**config.mk**
```make
export PLATFORM = sky130hd
export DESIGN_NAME = sample_capture
export DESIGN_NICKNAME = d
export VERILOG_FILES = /design/src/rtl/sample_capture.sv
export SDC_FILE = /design/constraint.sdc
export NUM_CORES = 1
export LEC_CHECK = 0
export ABC_AREA = 1
export CORE_UTILIZATION = 50
export DETAILED_ROUTE_END_ITERATION = 16
export GPL_TIMING_DRIVEN = 0
export PLACE_DENSITY = 0.68
export SLEW_MARGIN = 10
export SYNTH_ARGS = -nofsm -noshare
export SYNTH_HDL_FRONTEND = slang
export SYNTH_SLANG_ARGS = --single-unit
```
**constraint.sdc**
```tcl
create_clock -name clk -period 3.19 [get_ports clk]
set_input_delay 0.638 -clock clk [delete_from_list [all_inputs] [get_ports clk]]
set_output_delay 0.638 -clock clk [all_outputs]
set_load 0.02 [all_outputs]
```
**src/rtl/sample_capture.sv**
```systemverilog
// rtl/sample_capture.sv - codec ADC sample capture: frame edge detect, decimation, FWFT FIFO, overflow tracking
module sample_capture #(
   parameter int DEPTH    = 8,
   parameter int ADDR_W   = 3,
   parameter int DECIMATE = 1
) (
   input  logic              clk,
   input  logic              reset,
   input  logic              new_frame,
   input  logic [15:0]       adc_sample_in,
   input  logic              capture_en,
   input  logic              flush,
   input  logic              clear_overflow,
   input  logic              sample_ready,
   output logic              sample_valid,
   output logic [15:0]       sample_out,
   output logic [ADDR_W:0]   level,
   output logic              overflow,
   output logic [7:0]        overflow_count,
   output logic              frame_tick
);

   localparam logic [7:0]      DEC_LAST = 8'(DECIMATE - 1);
   localparam logic [ADDR_W:0] PTR_ONE  = (ADDR_W + 1)'(1);

   logic [15:0]     mem_q [DEPTH];
   logic            nf_q, nf_d;
   logic            frame_tick_q, frame_tick_d;
   logic [7:0]      dec_cnt_q, dec_cnt_d;
   logic [ADDR_W:0] wr_ptr_q, wr_ptr_d;
   logic [ADDR_W:0] rd_ptr_q, rd_ptr_d;
   logic            overflow_q, overflow_d;
   logic [7:0]      ovf_cnt_q, ovf_cnt_d;
   logic [15:0]     sample_out_q, sample_out_d;

   logic tick, wr_req, empty, full, pop, do_write, drop;

   always_comb begin
      nf_d         = new_frame;
      tick         = new_frame & ~nf_q;
      frame_tick_d = tick;

      dec_cnt_d = dec_cnt_q;
      if (!capture_en)
         dec_cnt_d = '0;
      else if (tick)
         dec_cnt_d = (dec_cnt_q == DEC_LAST) ? 8'd0 : dec_cnt_q + 8'd1;

      wr_req = tick & capture_en & (dec_cnt_q == 8'd0);
      empty  = (wr_ptr_q == rd_ptr_q);
      full   = (wr_ptr_q[ADDR_W] != rd_ptr_q[ADDR_W]) &&
               (wr_ptr_q[ADDR_W-1:0] == rd_ptr_q[ADDR_W-1:0]);
      pop    = ~empty & sample_ready;

      do_write = 1'b0;
      drop     = 1'b0;
      wr_ptr_d = wr_ptr_q;
      rd_ptr_d = rd_ptr_q;
      if (flush) begin
         rd_ptr_d = wr_ptr_q;
      end else begin
         do_write = wr_req & (~full | pop);
         drop     = wr_req & full & ~pop;
         if (do_write)
            wr_ptr_d = wr_ptr_q + PTR_ONE;
         if (pop)
            rd_ptr_d = rd_ptr_q + PTR_ONE;
      end

      // A drop in the same cycle as clear_overflow still records itself.
      overflow_d = overflow_q;
      ovf_cnt_d  = ovf_cnt_q;
      if (drop) begin
         overflow_d = 1'b1;
         if (clear_overflow)
            ovf_cnt_d = 8'd1;
         else if (ovf_cnt_q != 8'hFF)
            ovf_cnt_d = ovf_cnt_q + 8'd1;
      end else if (clear_overflow) begin
         overflow_d = 1'b0;
         ovf_cnt_d  = 8'd0;
      end

      // Head register: bypass the incoming sample when it lands on an empty FIFO.
      sample_out_d = sample_out_q;
      if (rd_ptr_d != wr_ptr_d) begin
         if (do_write && (rd_ptr_d == wr_ptr_q))
            sample_out_d = adc_sample_in;
         else
            sample_out_d = mem_q[rd_ptr_d[ADDR_W-1:0]];
      end
   end

   always_ff @(posedge clk) begin
      if (do_write)
         mem_q[wr_ptr_q[ADDR_W-1:0]] <= adc_sample_in;
   end

   always_ff @(posedge clk or negedge reset) begin
      if (!reset) begin
         nf_q         <= 1'b0;
         frame_tick_q <= 1'b0;
         dec_cnt_q    <= '0;
         wr_ptr_q     <= '0;
         rd_ptr_q     <= '0;
         overflow_q   <= 1'b0;
         ovf_cnt_q    <= '0;
         sample_out_q <= '0;
      end else begin
         nf_q         <= nf_d;
         frame_tick_q <= frame_tick_d;
         dec_cnt_q    <= dec_cnt_d;
         wr_ptr_q     <= wr_ptr_d;
         rd_ptr_q     <= rd_ptr_d;
         overflow_q   <= overflow_d;
         ovf_cnt_q    <= ovf_cnt_d;
         sample_out_q <= sample_out_d;
      end
   end

   assign sample_valid   = (wr_ptr_q != rd_ptr_q);
   assign sample_out     = sample_out_q;
   assign level          = wr_ptr_q - rd_ptr_q;
   assign overflow       = overflow_q;
   assign overflow_count = ovf_cnt_q;
   assign frame_tick     = frame_tick_q;

endmodule
```
Word-level counts from Yosys, hierarchy flattened
Memory sizes are Yosys's and may differ from the RTL's. Index checks and enable logic that the tools add are counted.

Register bits after elaboration: 43. RAM bits: 128. Input port bits: 23. Output and inout bits: 31. Word-level logic and storage cells: 58. Memories kept: 1.

$add $sub $neg: 5. Equal/unequal tests: 8. Mux-type cells: 18. Bitwise gates (word level): 12. Reduce and logical (&&, ||, !) cells: 6.

Memory list: mem_q (words 8, bits a word 16, rd ports 1, clocked after memory_dff 0, wr ports 1, line 26) `logic [15:0] mem_q [DEPTH];`.

Operator list (count): 8-bit two-way mux (7); 8-bit by 1-bit adder with 8-bit output (second input constant) (2); 16-bit two-way mux (1); 4-bit two-way mux (4); 4-bit by 1-bit adder with 4-bit output (second input constant) (2); 4-bit == test (2); 8-bit logical NOT (1); 4-bit inequality test (2); 8-bit inequality test (second input constant) (1); 1-bit AND (7); 1-bit two-way mux (6); 1-bit NOT (4); 2-bit nonzero test (2); 4-bit subtractor (1); 3-bit == test (1); 1-bit logical AND (2); 2-bit by 1-bit inequality test with 1-bit output (second input constant) (1); 2-bit AND reduction (1); 1-bit inequality test (1); 1-bit bitwise OR (1).

Longest topological paths before layout
Gate-level depths: netlist of the first run.

Depth after elaboration: 9. Mapped depth: 19. Mapped depth without buffers: 18.

Least setup slack after synthesis of the first run
No wires, ideal clock.

Path kind: input -> register. Start: in new_frame. End: mem mem_q[1][0] (enable). Library setup time: 409 ps. Data arrival time: 2483 ps. Data required time: 2781 ps. Setup slack: 298 ps. Stages: 8. Path buffers: 0. Cells stage by stage: nand2_1 > nor2_1 > nand2_1 > nor2_4 > nand2_1 > inv_1 > nand2_1 > nor3_1.

Cells in the longest elaborated chain, start to end: 7.

Ends and longest elaborated chain: start: declaration (line 9) `input logic new_frame,`; 1-bit AND (line 40) `tick = new_frame & ~nf_q;`; 1-bit AND (2 in series) (line 49) `wr_req = tick & capture_en & (dec_cnt_q == 8'd0);`; 1-bit AND (line 62) `do_write = wr_req & (~full | pop);`; 1-bit two-way mux (line 59) `if (flush) begin`; 1-bit two-way mux (line 95) `if (do_write)`; 1-bit two-way mux (not written as such) (line 96) `mem_q[wr_ptr_q[ADDR_W-1:0]] <= adc_sample_in;`; end: declaration (line 26).

Every way passes these cells.

Worst setup path after layout of the first run
Start: reg wr_ptr_q[1]. End: out level[2].

Cells in the longest elaborated chain, start to end: 1.

Ends and longest elaborated chain: start: declaration (line 30) `logic [ADDR_W:0] wr_ptr_q, wr_ptr_d;`; start signal: assignment (line 113) `wr_ptr_q <= wr_ptr_d;`; 4-bit subtractor (line 123) `assign level = wr_ptr_q - rd_ptr_q;`; end: declaration (line 17) `output logic [ADDR_W:0] level,`.

Every way passes these cells.

==> impl_metrics.yaml, run 1 <==
route:
  num_vias: 6119
  drt-wirelength-per-cell_um: 16.2
  dr_wl_met2_um: 8980
  wl_met1_um: 8310
  via_per_inst: 5.21
  drc: 0
  drt_iter0_drc: 524
  wirelength_um: 19000
  dr.pass1.iters: 6
  wl_met3_um: 1340
  ant_nets: 0
  top_layer_used: "met4"
global_route:
  gr-total-overflow: 0
  grt_max_degree: 31
  antenna_found_initial: 0
  grt_pass1_wl_um: 29900
  grt_pass1_vias: 5722
  grt_use_total: 0.243
critical_path:
  cp_max_fo: 8
  r2r_start: "wr_ptr_q[0]$_DFF_PN0_"
  crit_end: "level[2]"
  r2r_slack_ps: 280
  start_kind: "flop"
  critPathLaunch: "wr_ptr_q[1]$_DFF_PN0_"
  worstSetupEndpointType: "output port"
  crit_family: "buffers and inverters"
  cp.arrival_ps: 2440
  slowest_delay_ps: 620
  r2r_end: "mem_q[4][11]$_DFFE_PP_"
  setup.worst_path.class: "flop to output port"
  timing.critical_path.buf_inv: 3
  ff2ff_path_depth: 8
  critical_path.cell_chain: "buf_2, inv_1, fa_1, xnor2_1, clkdlybuf4s50_1"
  critPathRequiredTime_ps: 2550
  critical_path.slowest_cell: "clkdlybuf4s50_1"
  cp.depth: 5
finish:
  drive_above_1_share: 0.109
  nets: 977
  final_common_cell: "nand2_1"
  nFillCells: 1369
  diodes: 0
  area_delta_synth_final_pct: 18.7
  final_cell_mix: "nand2_1 (191), nand3_1 (129), edfxtp_1 (128), inv_1 (115), nor2_1 (94)"
  instances_no_fill: 1174
synthesis:
  synth_area_um2: 8160
  synth-edff-count: 128
  ys_seq_elements: 171
  yosys_warnings: 0
  synthCells: 864
  yosysUniqueCellTypes: 33
  synthArstFlopShare: 0.251
  synthFlopType: "edfxtp_1"
  avgSynthCellArea_um2: 9.44
  synth_fp_nets: 896
  yosysSeqAreaShare: 0.603
floorplanning:
  die_x_um: 130
  ioPinCount: 54
  fp.dieH_um: 130
  core-area_um2: 15900
  start_util: 0.513
  dieArea_um2: 16800
  rows: 46
sta:
  fin_crit_sh: 0.965
  finalHoldViolations: 0
  finalCriticalPeriod_ps: 3080
  finClkSkew_ps: 17.1
  maxSlewViolCount: 0
  grt_setup_unrepaired: "no"
  timing.hold.ws_ps: 118
  worst_pin_slew_ps: 877
  relSlewSlack: 0.412
  fmax_mhz: 325
  setup_viol: 0
clocking:
  insertion_delay_ps: 430
  hold_buffers: 0
  post_cts_buffers: 0
  cts_sinks: 171
  cts_tree: "yes"
  clockBufferDepth: 2
  ctsResizeCount: 0
  clockRootBuffer: "clkbuf_16"
  htree_levels: 4
  path_clk_slew_ps: 70
  cts_made_buffers: 17
power:
  ir_worst_vdd_mv: 0.686
  leakage_nw: 4.23
  p_per_area_nw_per_um2: 831
placement:
  port_buffers: 53
  gp_congestion: 0.808
  place_inst: 1142
  dp_hpwl_um: 13000
worst_hold_path:
  hold_class: "input pin to async pin"
flow_run:
  drv_cap: 0
run_status:
  status: "completed"
[worst min path at each step]
stage / start / endpoint / slack, ps / depth (start not counted)
after floorplan: reset / dec_cnt_q[0]$_DFFE_PN0P_ / 340 / 0
after global placement: overflow$_DFFE_PN0P_ / overflow$_DFFE_PN0P_ / 470 / 2
after detailed placement: overflow$_DFFE_PN0P_ / overflow$_DFFE_PN0P_ / 470 / 2
after CTS: reset / sample_out[4]$_DFFE_PN0P_ / 110 / 1
after global routing: reset / dec_cnt_q[5]$_DFFE_PN0P_ / 120 / 1
final: reset / dec_cnt_q[5]$_DFFE_PN0P_ / 120 / 1
[area by class of cell]
type / count / area (um^2) / area share
well taps: 216 / 270 / 0.0279
inverters: 124 / 468 / 0.0484
plain buffers: 34 / 194 / 0.0200
flip-flops and latches: 171 / 4920 / 0.508
clock inverters: 15 / 175 / 0.0181
repair buffers: 62 / 621 / 0.0641
multi-input cells: 535 / 2600 / 0.269
clock buffers: 17 / 425 / 0.0440
[stage by stage]
stage / TNS, ps / setup slack [ps] / cell area [um^2] / utilization / power [mW]
final: 0 / 113 / 9680 / 0.609 / 8.04
after global routing: 0 / 36.7 / 9680 / 0.609 / 8.53
after detailed placement: -4800 / -206 / 9080 / 0.571 / 5.96
after floorplan: 0 / 298 / 8160 / - / 4.83
after CTS: 0 / 112 / 9680 / 0.609 / 8.06
after global placement: -111860 / -1310 / 8960 / 0.564 / 5.90
[state kept, by name, summed over array words and instances (netlist names)]
| name | cells |
|---|---|
| dec_cnt_q | 8 |
| frame_tick | 1 |
| mem_q | 128 |
| nf_q | 1 |
| overflow | 1 |
| overflow_count | 8 |
| rd_ptr_q | 4 |
| sample_out | 16 |
| wr_ptr_q | 4 |
[per-layer routing]
layer  GRT usage  up-vias
li1            -     2995
met1       0.327     2888
met2       0.384      207
met3      0.0611       29
met4      0.0862        0
met5           0        -
[synthesized netlist by cell type (all sizes together) (8+ instances only)]
master	number	area [um^2]
edfxtp	128	3840
dfrtp	43	1080
nor2	103	419
nand3b	17	128
nand4	10	62.6
a21oi	25	125
nand2	203	807
buf	27	168
ha	8	100
nor3	9	45.0
nand3	132	676
o21ai	11	55.1
inv	124	468
[worst register-to-register path: cells and delay by family, from the launching register on]
family        cells  cell delay (ps)
buf+inv           2              480
flops             1              410
simple gates      5             1410
fa+ha+maj         1              330
[cells by family after synthesis]
family	Yosys count	share of synthesized area
buf+inv	158	0.0812
flops	171	0.603
simple gates	474	0.262
xor+xnor	7	0.00752
compound gates	45	0.0313
fa+ha+maj	9	0.0147
[power by group]
group | switching, mW | leakage [nW] | internal (mW) | total, mW
logic | 2.09 | 2.25 | 1.13 | 3.22
clock network | 0.907 | 0.294 | 1.19 | 2.09
registers | 0.136 | 1.69 | 2.59 | 2.73
total | 3.13 | 4.23 | 4.91 | 8.04
Power figures use the tool's default switching activity.
==> inputs of run 2 (changes only) <==
- CELL_PAD_IN_SITES_DETAIL_PLACEMENT: not set -> 1
- CELL_PAD_IN_SITES_GLOBAL_PLACEMENT: not set -> 1
- CORE_UTILIZATION: 50 -> 46
- PLACE_DENSITY: 0.68 -> 0.79
==> run 2 against run 1 <==
  * Via count rose by 3.8%
  * Non-clock buffer count rose by 2
  * Worst hold slack improved by 9.6 ps
  * Die area rose by 8.6%
  * Cell count rose by 0.94%
  * Critical path type is now flop to flop
  * Routed wire length rose by 19%
==> impl_metrics.yaml, run 2 (same netlist as run 1, synthesis figures left out) <==
floorplanning:
  ioPinCount: 54
  dieArea_um2: 18300
  die_x_um: 135
  start_util: 0.471
  fp.dieH_um: 135
  rows: 48
  core-area_um2: 17300
critical_path:
  r2r_end: "sample_out[2]$_DFFE_PN0P_"
  r2r_start: "wr_ptr_q[2]$_DFF_PN0_"
  cp_max_fo: 10
  setup.worst_path.class: "flop to flop"
  critPathRequiredTime_ps: 3510
  ff2ff_path_depth: 15
  crit_end: "sample_out[2]$_DFFE_PN0P_"
  cp.arrival_ps: 3380
  worstSetupEndpointType: "flop"
  r2r_slack_ps: 130
  start_kind: "flop"
  critPathLaunch: "wr_ptr_q[2]$_DFF_PN0_"
worst_hold_path:
  hold_class: "input pin to async pin"
finish:
  final_cell_mix: "nand2_1 (191), nand3_1 (129), edfxtp_1 (128), inv_1 (115), nor2_1 (94)"
  largest_reg_flops: 128
  final_util: 0.562
  area_delta_synth_final_pct: 19.2
  nets: 979
  drive_above_1_share: 0.111
  instances_no_fill: 1185
  final_common_cell: "nand2_1"
  diodes: 0
  nFillCells: 1987
global_route:
  grt_pass1_wl_um: 35300
  grt_pass1_vias: 6440
  grt_use_total: 0.262
  antenna_found_initial: 0
  grt_max_degree: 28
  gr-total-overflow: 0
placement:
  gp_congestion: 0.814
  place_inst: 1153
  port_buffers: 53
  dp_slack_ps: -294
  dp_hpwl_um: 15700
sta:
  fmax_mhz: 326
  finClkSkew_ps: 11.0
  fin_ws_ps: 126
  fin_crit_sh: 0.961
  maxSlewViolCount: 0
  finalHoldViolations: 0
  finalCriticalPeriod_ps: 3060
  setup_viol: 0
  relSlewSlack: 0.488
  final.setup.tns_ps: 0
  grt_setup_unrepaired: "no"
  worst_pin_slew_ps: 768
route:
  drt-wirelength-per-cell_um: 19.0
  wl_met3_um: 1080
  ant_nets: 0
  dr_wl_met2_um: 11000
  via_per_inst: 5.36
  top_layer_used: "met4"
  drc: 0
  wl_met1_um: 9990
  num_vias: 6352
  drt_iter0_drc: 456
  dr.pass1.iters: 5
  wirelength_um: 22500
clocking:
  clockBufferDepth: 2
  htree_levels: 4
  insertion_delay_ps: 440
  cts_made_buffers: 17
  post_cts_buffers: 0
  path_clk_slew_ps: 70
  hold_buffers: 0
  cts_tree: "yes"
  cts_sinks: 171
  clockRootBuffer: "clkbuf_16"
run_status:
  status: "completed"
power:
  ir_worst_vdd_mv: 0.671
  p_per_area_nw_per_um2: 843
  leakage_nw: 4.27
flow_run:
  drv_cap: 0
-- run 2: worst min-delay path by stage --
stage                               from                       end  slack [ps]  depth (start not counted)
floorplan                          reset  dec_cnt_q[0]$_DFFE_PN0P_         340                          0
global placement    overflow$_DFFE_PN0P_      overflow$_DFFE_PN0P_         470                          2
detailed placement  overflow$_DFFE_PN0P_      overflow$_DFFE_PN0P_         480                          2
CTS                                reset  dec_cnt_q[5]$_DFFE_PN0P_         130                          1
global route                       reset  dec_cnt_q[5]$_DFFE_PN0P_         160                          1
finish                             reset  dec_cnt_q[5]$_DFFE_PN0P_         130                          1
-- run 2: power breakdown --
group          internal (mW)  switching (mW)
Clock                   1.20           0.933
Combinational           1.12            2.21
Sequential              2.59           0.148
-- run 2: per-layer routing --
layer / vias up / track usage
li1: 2998 / -
met1: 3138 / 0.343
met2: 179 / 0.431
met3: 37 / 0.0546
met4: 0 / 0.0955
met5: - / 0
-- run 2: area by class of cell --
type | count | area [um^2] | share of cell area
buffer | 34 | 194 | 0.0199
clock buffer | 19 | 443 | 0.0455
clock inverter | 13 | 156 | 0.0161
inverter | 124 | 468 | 0.0481
multi-input combinational | 535 | 2610 | 0.268
sequential | 171 | 4920 | 0.506
tap | 225 | 282 | 0.0290
timing repair buffer | 64 | 652 | 0.0670
-- run 2: metrics by stage --
step | hold slack [ps] | instance area (um^2) | power (mW)
floorplan | 342 | 8160 | 4.83
finish | 127 | 9720 | 8.20
detailed placement | 481 | 9110 | 6.07
global placement | 472 | 8970 | 5.96
global route | 155 | 9720 | 8.63
CTS | 133 | 9710 | 8.22
-- run 2: critical path, stage by stage, from the launching register on --
cell and delay (ps):
dfrtp_1 490, ha_1 400, nand3_1 130, inv_2 90, nand2_4 80, nand3_1 150
nand2_1 90, nand3_1 70, nand3_1 90, nor2_2 410, nand2_2 240, buf_4 250
nand2_1 120, nor2_1 70, nor2_1 190, nor2_1 70
-- run 2: timing repair --
action                     in CTS  in global routing
resized for setup               0                  3
setup endpoints to repair       0                  9
hold endpoints to repair        0                  0
